`config.mk`:
```
export PLATFORM = sky130hd
export DESIGN_NAME = ads5404_seq
export DESIGN_NICKNAME = d
export VERILOG_FILES = /design/src/rtl/ads5404_pkg.sv /design/src/rtl/ads5404_seq_sync_2ff.sv /design/src/rtl/ads5404_seq.sv
export SDC_FILE = /design/constraint.sdc
export NUM_CORES = 1
export LEC_CHECK = 0
export BUFFER_PORTS_ARGS = -buffer_cell sky130_fd_sc_hd__buf_4
export CAP_MARGIN = 20
export CORE_MARGIN = 2
export CORE_UTILIZATION = 55
export DETAILED_ROUTE_END_ITERATION = 7
export GPL_ROUTABILITY_DRIVEN = 0
export PLACE_DENSITY_LB_ADDON = 0.08
export SYNTH_ARGS = -nofsm -noshare
export SYNTH_HDL_FRONTEND = slang
export SYNTH_SLANG_ARGS = --single-unit
```
`constraint.sdc`:
```
create_clock -name clk -period 2.43 [get_ports clk]
set_input_delay 0.486 -clock clk [delete_from_list [all_inputs] [get_ports clk]]
set_output_delay 0.486 -clock clk [all_outputs]
set_load 0.05 [all_outputs]
```
`src/rtl/ads5404_pkg.sv`:
```
// rtl/ads5404_pkg.sv - state encodings and default timing constants for the ADS5404 bring-up sequencer
package ads5404_pkg;

   typedef enum logic [2:0] {
      ST_IDLE   = 3'd0,
      ST_RST    = 3'd1,
      ST_LOCK   = 3'd2,
      ST_SYNC   = 3'd3,
      ST_SETTLE = 3'd4,
      ST_RUN    = 3'd5,
      ST_FAULT  = 3'd6,
      ST_UNUSED = 3'd7
   } state_e;

   localparam int RST_CYCLES_DEF    = 1024;
   localparam int LOCK_TIMEOUT_DEF  = 65536;
   localparam int SYNC_CYCLES_DEF   = 16;
   localparam int SETTLE_CYCLES_DEF = 256;
   localparam int MAX_RETRY_DEF     = 3;

   function automatic int max4(input int a, input int b, input int c, input int d);
      int m;
      m = a;
      if (b > m) m = b;
      if (c > m) m = c;
      if (d > m) m = d;
      return m;
   endfunction

endpackage

```
`src/rtl/ads5404_seq_sync_2ff.sv`:
```
// rtl/ads5404_seq_sync_2ff.sv - two-flop synchroniser for a single asynchronous level
module sync_2ff (
   input  logic clk,
   input  logic rst_n,
   input  logic d_i,
   output logic q_o
);

   logic meta_q;

   always_ff @(posedge clk or negedge rst_n) begin
      if (!rst_n) begin
         meta_q <= 1'b0;
         q_o    <= 1'b0;
      end else begin
         meta_q <= d_i;
         q_o    <= meta_q;
      end
   end

endmodule

```
`src/rtl/ads5404_seq.sv`:
```
// rtl/ads5404_seq.sv - ADS5404 datapath bring-up sequencer: reset, PLL lock, sync, settle, run
module ads5404_seq
   import ads5404_pkg::*;
#(
   parameter int RST_CYCLES    = RST_CYCLES_DEF,
   parameter int LOCK_TIMEOUT  = LOCK_TIMEOUT_DEF,
   parameter int SYNC_CYCLES   = SYNC_CYCLES_DEF,
   parameter int SETTLE_CYCLES = SETTLE_CYCLES_DEF,
   parameter int MAX_RETRY     = MAX_RETRY_DEF
) (
   input  logic       clk,
   input  logic       rst_n,
   input  logic       start,
   input  logic       stop,
   input  logic       resync,
   input  logic       pll_locked,
   output logic       user_rst,
   output logic       user_enable,
   output logic       user_sync,
   output logic       ready,
   output logic       fault,
   output logic [2:0] state,
   output logic [7:0] unlock_cnt
);

   localparam int TW = $clog2(max4(RST_CYCLES, LOCK_TIMEOUT, SYNC_CYCLES, SETTLE_CYCLES)) + 1;
   localparam int RW = $clog2(MAX_RETRY + 1);
   localparam logic [RW-1:0] RETRY_SAT = RW'(MAX_RETRY);

   state_e          state_q, state_d;
   logic [TW-1:0]   timer_q, timer_d;
   logic [RW-1:0]   retry_q, retry_d, retry_inc;
   logic [7:0]      unlock_d;
   logic            lock_s;

   sync_2ff u_lock_sync (
      .clk   (clk),
      .rst_n (rst_n),
      .d_i   (pll_locked),
      .q_o   (lock_s)
   );

   assign retry_inc = (retry_q == RETRY_SAT) ? retry_q : retry_q + 1'b1;

   // Case order inside each state encodes stop > lock loss/timeout > resync > start.
   always_comb begin
      state_d  = state_q;
      retry_d  = retry_q;
      unlock_d = unlock_cnt;
      if (stop) begin
         state_d = ST_IDLE;
      end else begin
         case (state_q)
            ST_IDLE: if (start) begin
               state_d = ST_RST;
               retry_d = '0;
            end
            ST_RST: if (timer_q == '0) state_d = ST_LOCK;
            ST_LOCK: begin
               if (lock_s) begin
                  state_d = ST_SYNC;
               end else if (timer_q == '0) begin
                  retry_d = retry_inc;
                  state_d = (int'(retry_q) + 1 < MAX_RETRY) ? ST_RST : ST_FAULT;
               end
            end
            ST_SYNC: if (timer_q == '0) state_d = ST_SETTLE;
            ST_SETTLE: begin
               if (!lock_s)              state_d = ST_RST;
               else if (timer_q == '0)   state_d = ST_RUN;
            end
            ST_RUN: begin
               if (!lock_s) begin
                  state_d  = ST_RST;
                  retry_d  = retry_inc;
                  unlock_d = (unlock_cnt == 8'hFF) ? unlock_cnt : unlock_cnt + 8'd1;
               end else if (resync) begin
                  state_d = ST_SYNC;
               end
            end
            ST_FAULT: if (start) begin
               state_d = ST_RST;
               retry_d = '0;
            end
            default: state_d = ST_IDLE;
         endcase
      end
   end

   // Loading value-1 on entry makes each timed state last exactly its parameter in cycles.
   always_comb begin
      timer_d = timer_q;
      if (state_d != state_q) begin
         case (state_d)
            ST_RST:    timer_d = TW'(RST_CYCLES - 1);
            ST_LOCK:   timer_d = TW'(LOCK_TIMEOUT - 1);
            ST_SYNC:   timer_d = TW'(SYNC_CYCLES - 1);
            ST_SETTLE: timer_d = TW'(SETTLE_CYCLES - 1);
            default:   timer_d = '0;
         endcase
      end else if (timer_q != '0) begin
         timer_d = timer_q - 1'b1;
      end
   end

   always_ff @(posedge clk or negedge rst_n) begin
      if (!rst_n) begin
         state_q     <= ST_IDLE;
         timer_q     <= '0;
         retry_q     <= '0;
         unlock_cnt  <= 8'd0;
         user_rst    <= 1'b1;
         user_enable <= 1'b0;
         user_sync   <= 1'b0;
         ready       <= 1'b0;
         fault       <= 1'b0;
         state       <= 3'd0;
      end else begin
         state_q     <= state_d;
         timer_q     <= timer_d;
         retry_q     <= retry_d;
         unlock_cnt  <= unlock_d;
         user_rst    <= !(state_q inside {ST_LOCK, ST_SYNC, ST_SETTLE, ST_RUN});
         user_enable <= state_q inside {ST_RST, ST_LOCK, ST_SYNC, ST_SETTLE, ST_RUN};
         user_sync   <= (state_q == ST_SYNC);
         ready       <= (state_q == ST_RUN);
         fault       <= (state_q == ST_FAULT);
         state       <= state_q;
      end
   end

endmodule
```
# == After elaboration in Yosys (flattened, before gate mapping) ==
# Index checks and enable logic that the tools add are counted.
# op_classes
n_reduce_logical,11
mux,21
magnitude_cmp,1
n_bitwise,3
eq_ne,17
add_sub_neg,4
# op_table
op,n
one-hot mux 16 bit (4 select lines),1
two-way mux 17 bit,2
two-way mux 3 bit,11
one-hot mux 3 bit (6 select lines),1
zero test 17 bit,1
nonzero test 17 bit,1
"subtractor 17 x 1 -> 17 bit, second input constant",1
"equality test 3 x 2 -> 1 bit, second input constant",4
"equality test 3 bit, second input constant",4
two-way mux 2 bit,5
"adder 8 x 1 -> 8 bit, second input constant",1
"equality test 8 bit, second input constant",1
"equality test 3 x 1 -> 1 bit, second input constant",2
"!= test 2 bit, second input constant",3
one-hot mux 2 bit (3 select lines),1
AND reduction 6 bit,1
nonzero test 5 bit,1
AND reduction 4 bit,1
nonzero test 4 bit,1
"adder 2 x 1 -> 3 bit, second input constant",1
zero test 3 bit,1
"less-than comparator 3 x 2 -> 1 bit, second input constant",1
!= test 3 bit,1
inverter 1 bit,3
other kinds (7),7
# totals
ff_bits,40

# == Longest topological paths before layout ==
# logic_depth
word_depth,10
depth_mapped,10

# == By module ==
# From an unflattened synthesis, not the netlist that was laid out.
# unflattened
cells_unflattened,211
area_unflattened_um2,2150.8
# by_module_without_submodules
mod,cells_each,n_inst,seq_area_each_um2,area_each_um2
ads5404_seq,209,1,952.2,2100.8
sync_2ff,2,1,50.0,50.0

# == Worst setup path before layout ==
# No wires, ideal clock.
# synth_path
kind,flip-flop to flip-flop
startpoint,register timer_q[0]
endpoint,register timer_q[2]
period_less_slack_ps,2135
path_buffers,1
arrival_time_ps,2002
path_slack_ps,295
setup_ps,133
path_stages_with_launch,11
path_cell_list,dfrtp_1 -> inv_1 -> ha_1 -> nor4b_1 -> nand4_2 -> o21a_1 -> and3_1 -> buf_2 -> and3_1 -> o21ai_2 -> o21ai_0
# synth_via
elab_chain_len,8
word_cells_on_any_way,20
classes_between,add/sub (1); eq/ne (5); mux (11); reduce/logical (3)
# synth_rtl
element,line,source
start: declaration,ads5404_seq.sv:31,"logic [TW-1:0] timer_q, timer_d;"
start signal: assignment,ads5404_seq.sv:120,timer_q <= timer_d;
zero test 17 bit,--,
"two-way mux 3 bit, on equally long branches","ads5404_seq.sv:70, ads5404_seq.sv:62",
"two-way mux 3 bit, on equally long branches","ads5404_seq.sv:69, ads5404_seq.sv:60",
one-hot mux 3 bit (6 select lines),ads5404_seq.sv:53,case (state_q)
two-way mux 3 bit,ads5404_seq.sv:50,if (stop) begin
"equality test 3 bit, or another cell as far along",ads5404_seq.sv:94,case (state_d)
one-hot mux 16 bit (4 select lines),ads5404_seq.sv:94,
two-way mux 17 bit,ads5404_seq.sv:93,if (state_d != state_q) begin
# Parallel ways exist; a longest one is shown, timed or not. The select of a mux whose other input is x is not followed.
# A chain may end at the register's enable or synchronous reset.

# == Worst setup path in the final report ==
# layout_path
startpoint,register timer_q[1]
endpoint,register timer_q[3]
# Same word-level chain as after synthesis.

==> out/metrics.csv <==
stage;metric;value;unit
layout;layout_commonest_cell;dfrtp_1;
routing;ant_nets;0;
critical_path;worst_ep_required_time;2.60;ns
critical_path;r2r_end;timer_q[3]$_DFFE_PN0P_;
clock_tree;htree_levels;2;
sta;min_period;2.28;ns
routing;drcViolationCount;0;
critical_path;crit_chain;inv_1 > ha_1 > nor4b_4 > nand4_2 > buf_6 > o21a_1 > and3_2 > and3_1 > o21ai_2 > o21ai_0;
layout;antennaDiodeCount;0;
yosys;postSynthCellCount;235;
sta;hold_viol;0;
critical_path;critPathMaxFanout;12;
place;hpwl;3250;um
yosys;synth.ff_latch_count;40;
yosys;yosys.area_share.simple;0.220;
layout;syn_to_final_growth;18.5;%
yosys;yosysTopAreaCellShare;0.434;
routing;first_pass_iters;4;
clock_tree;clock-sinks;40;
die;fp.dieH;67.9;um
grt;grt_overflow;0;
sta;finClkSkew;0.00727;ns
critical_path;criticalPathCategory;register to register;
sta;setup_viol_count_final;0;
routing;drt_iter0_markers;108;
critical_path;crit_arrival;2.45;ns
pwr;peakVddDrop;0.000403;V
grt;grt_pass1_vias;1613;
critical_path;startpoint_type;register;
yosys;yosys_warnings;0;
die;rows;23;
layout;final_cell_mix;dfrtp_1, buf_4, nor2_1, nand2_1, o21ai_0;
die;core;3970;um^2
grt;grt_pass1_wl;7620;um
layout;final_util;0.671;
die;start_util;0.566;
routing;routed_wl;4620;um
critical_path;slowest_delay;0.41;ns
layout;fill_cells;332;
yosys;synth_area_leader_cell;dfrtp_1;
place;pre_cts_ws;0.0694;ns
critical_path;endpoint_kind;register;
sta;worst_slack;0.154;ns
routing;viasPerCell;5.61;
sta;drv_slew;0;
die;die_w;67.9;um
clock_tree;insertion_delay;0.29;ns
yosys;ys_seq_area_frac;0.446;
yosys;synthArstFlopShare;1.00;
grt;track_usage;0.223;
critical_path;rrSetupSlack;0.15;ns
run_status;status;finished, final reports clean;
critical_path;reg2reg_depth;10;
pwr;finalPower;2.09;mW
die;num_io_pins;22;
yosys;synthMuxAreaShare;0.00946;
routing;post_drt_wl_per_cell;14.5;um
grt;antenna_found_initial;0;
yosys;synth_compound_area_frac;0.161;
yosys;synth.area.top_cells;dfrtp_1, xnor2_1, o21ai_0;
place;place.port_buffers;21;
clock_tree;clk_path_buf_depth;2;
clock_tree;cts_tree;done;
yosys;syn-num-nets;246;
layout;drive_above_1_share;0.235;
sta;tns;0;ns
critical_path;r2r-start;timer_q[1]$_DFFE_PN0P_;
layout;fin_nets;278;
yosys;ys.flop_type;dfrtp_1;
flow_run;cap_violations;0;
yosys;yosys.area_share.adder;0.0278;
pwr;p_per_area;783;nW/um^2
clock_tree;cts_hold_buf;0;
critical_path;crit_slowest_cell;dfrtp_1;
clock_tree;cts_root_buffer;clkbuf_8;
die;dieArea;4620;um^2
yosys;synth.cell_area;2250;um^2
sta;tightest_slew;0.576;ns
clock_tree;cts_setup_buffers;0;
sta;finalCritPeriodShare;0.937;
sta;max_freq;439;MHz
yosys;synth_top_family_by_area;simple AND/OR/NAND/NOR gates;
sta;hold_ws;0.148;ns
worst_hold_path;hp-class;primary input to async pin;
yosys;synth_edf_count;0;
pwr;total_leakage_power;1.21;nW
grt;grt_max_degree;41;
clock_tree;path_clk_slew;0.08;ns
clock_tree;cts_made_buffers;5;
sta;relSlewSlack;0.616;
yosys;synth_xor_area_frac;0.0974;
routing;vias;1784;
yosys;ys_types;52;
yosys;synth_area_per_cell;9.57;um^2
-- sequential cells by signal (all words and copies together) (netlist names) --
signal and cells:
fault 1, ready 1, retry_q 2, state 3, state_q 3, timer_q 17
u_lock_sync.meta_q 1, u_lock_sync.q_o 1, unlock_cnt 8, user_enable 1, user_rst 1, user_sync 1
-- kinds of logic after synthesis --
kind of cell / after synthesis
DFF: 40
muxes: 2
AOI/OAI and AO/OA: 48
adders and majority gates: 5
and+or+nand+nor: 96
buffers and inverters: 19
xor gates and xnor gates: 25
-- stage by stage --
stage	instance area [um^2]	cells
after floorplan	2250	235
after global placement	2520	310
after detailed placement	2520	310
after CTS	2640	318
after global routing	2660	318
final	2660	318
-- cell type report --
class                           count  area (um^2)  area share
Multi-Input combinational cell    176         1190       0.446
Sequential cell                    40         1000       0.376
Timing Repair Buffer               34          259      0.0972
Clock buffer                        5         68.8      0.0258
Tap cell                           50         62.6      0.0235
Clock inverter                      3         46.3      0.0174
Inverter                           10         37.5      0.0141
-- timing repair --
item                                    CTS  global route
gates resized for setup                   1             7
pin swaps                                 0             1
endpoints found under the setup margin    2            17
-- how the worst max path moves through the flow --
stage | end | start | depth (start not counted)
floorplan | timer_q[2]$_DFFE_PN0P_ | timer_q[0]$_DFFE_PN0P_ | 10
global placement | timer_q[3]$_DFFE_PN0P_ | timer_q[0]$_DFFE_PN0P_ | 10
detailed placement | timer_q[3]$_DFFE_PN0P_ | timer_q[0]$_DFFE_PN0P_ | 10
CTS | timer_q[3]$_DFFE_PN0P_ | timer_q[0]$_DFFE_PN0P_ | 10
global route | timer_q[13]$_DFFE_PN0P_ | timer_q[1]$_DFFE_PN0P_ | 10
finish | timer_q[3]$_DFFE_PN0P_ | timer_q[1]$_DFFE_PN0P_ | 10
-- worst max-delay path: cells and delay by family (launching register included) --
kind	cells	cell delay, ns
buffers and inverters	2	0.28
adder cells (fa/ha/maj)	1	0.17
flip-flops	1	0.41
AO/OA/AOI/OAI	3	0.48
AND/OR/NAND/NOR	4	0.82
-- cell usage after synthesis (4+ instances only) --
master   number
nand2_1      23
ha_1          5
nor3_1        9
dfrtp_1      39
a21oi_1       4
nor4_1        4
inv_1        10
xor2_1        7
buf_2         5
nor2_1       25
and3_1        5
nand3_1      10
xnor2_1      18
o21ai_0      20
-- routing by layer --
| metal | track usage | part of all wire | vias to the layer above |
|---|---|---|---|
| met3 | 0.0395 | 0.021 | 6 |
| met2 | 0.351 | 0.47 | 21 |
| met1 | 0.317 | 0.49 | 869 |
| li1 | - | - | 888 |
| met4 | 0.0600 | 0.011 | 0 |
| met5 | 0 | 0 | - |
-- power breakdown --
| part | total [mW] | leakage [nW] | internal [mW] | switching [mW] |
|---|---|---|---|---|
| registers | 0.903 | 0.530 | 0.771 | 0.131 |
| logic | 0.624 | 0.623 | 0.295 | 0.329 |
| clock network | 0.560 | 0.0548 | 0.309 | 0.251 |
No activity file was read; power rests on OpenSTA's default activity.
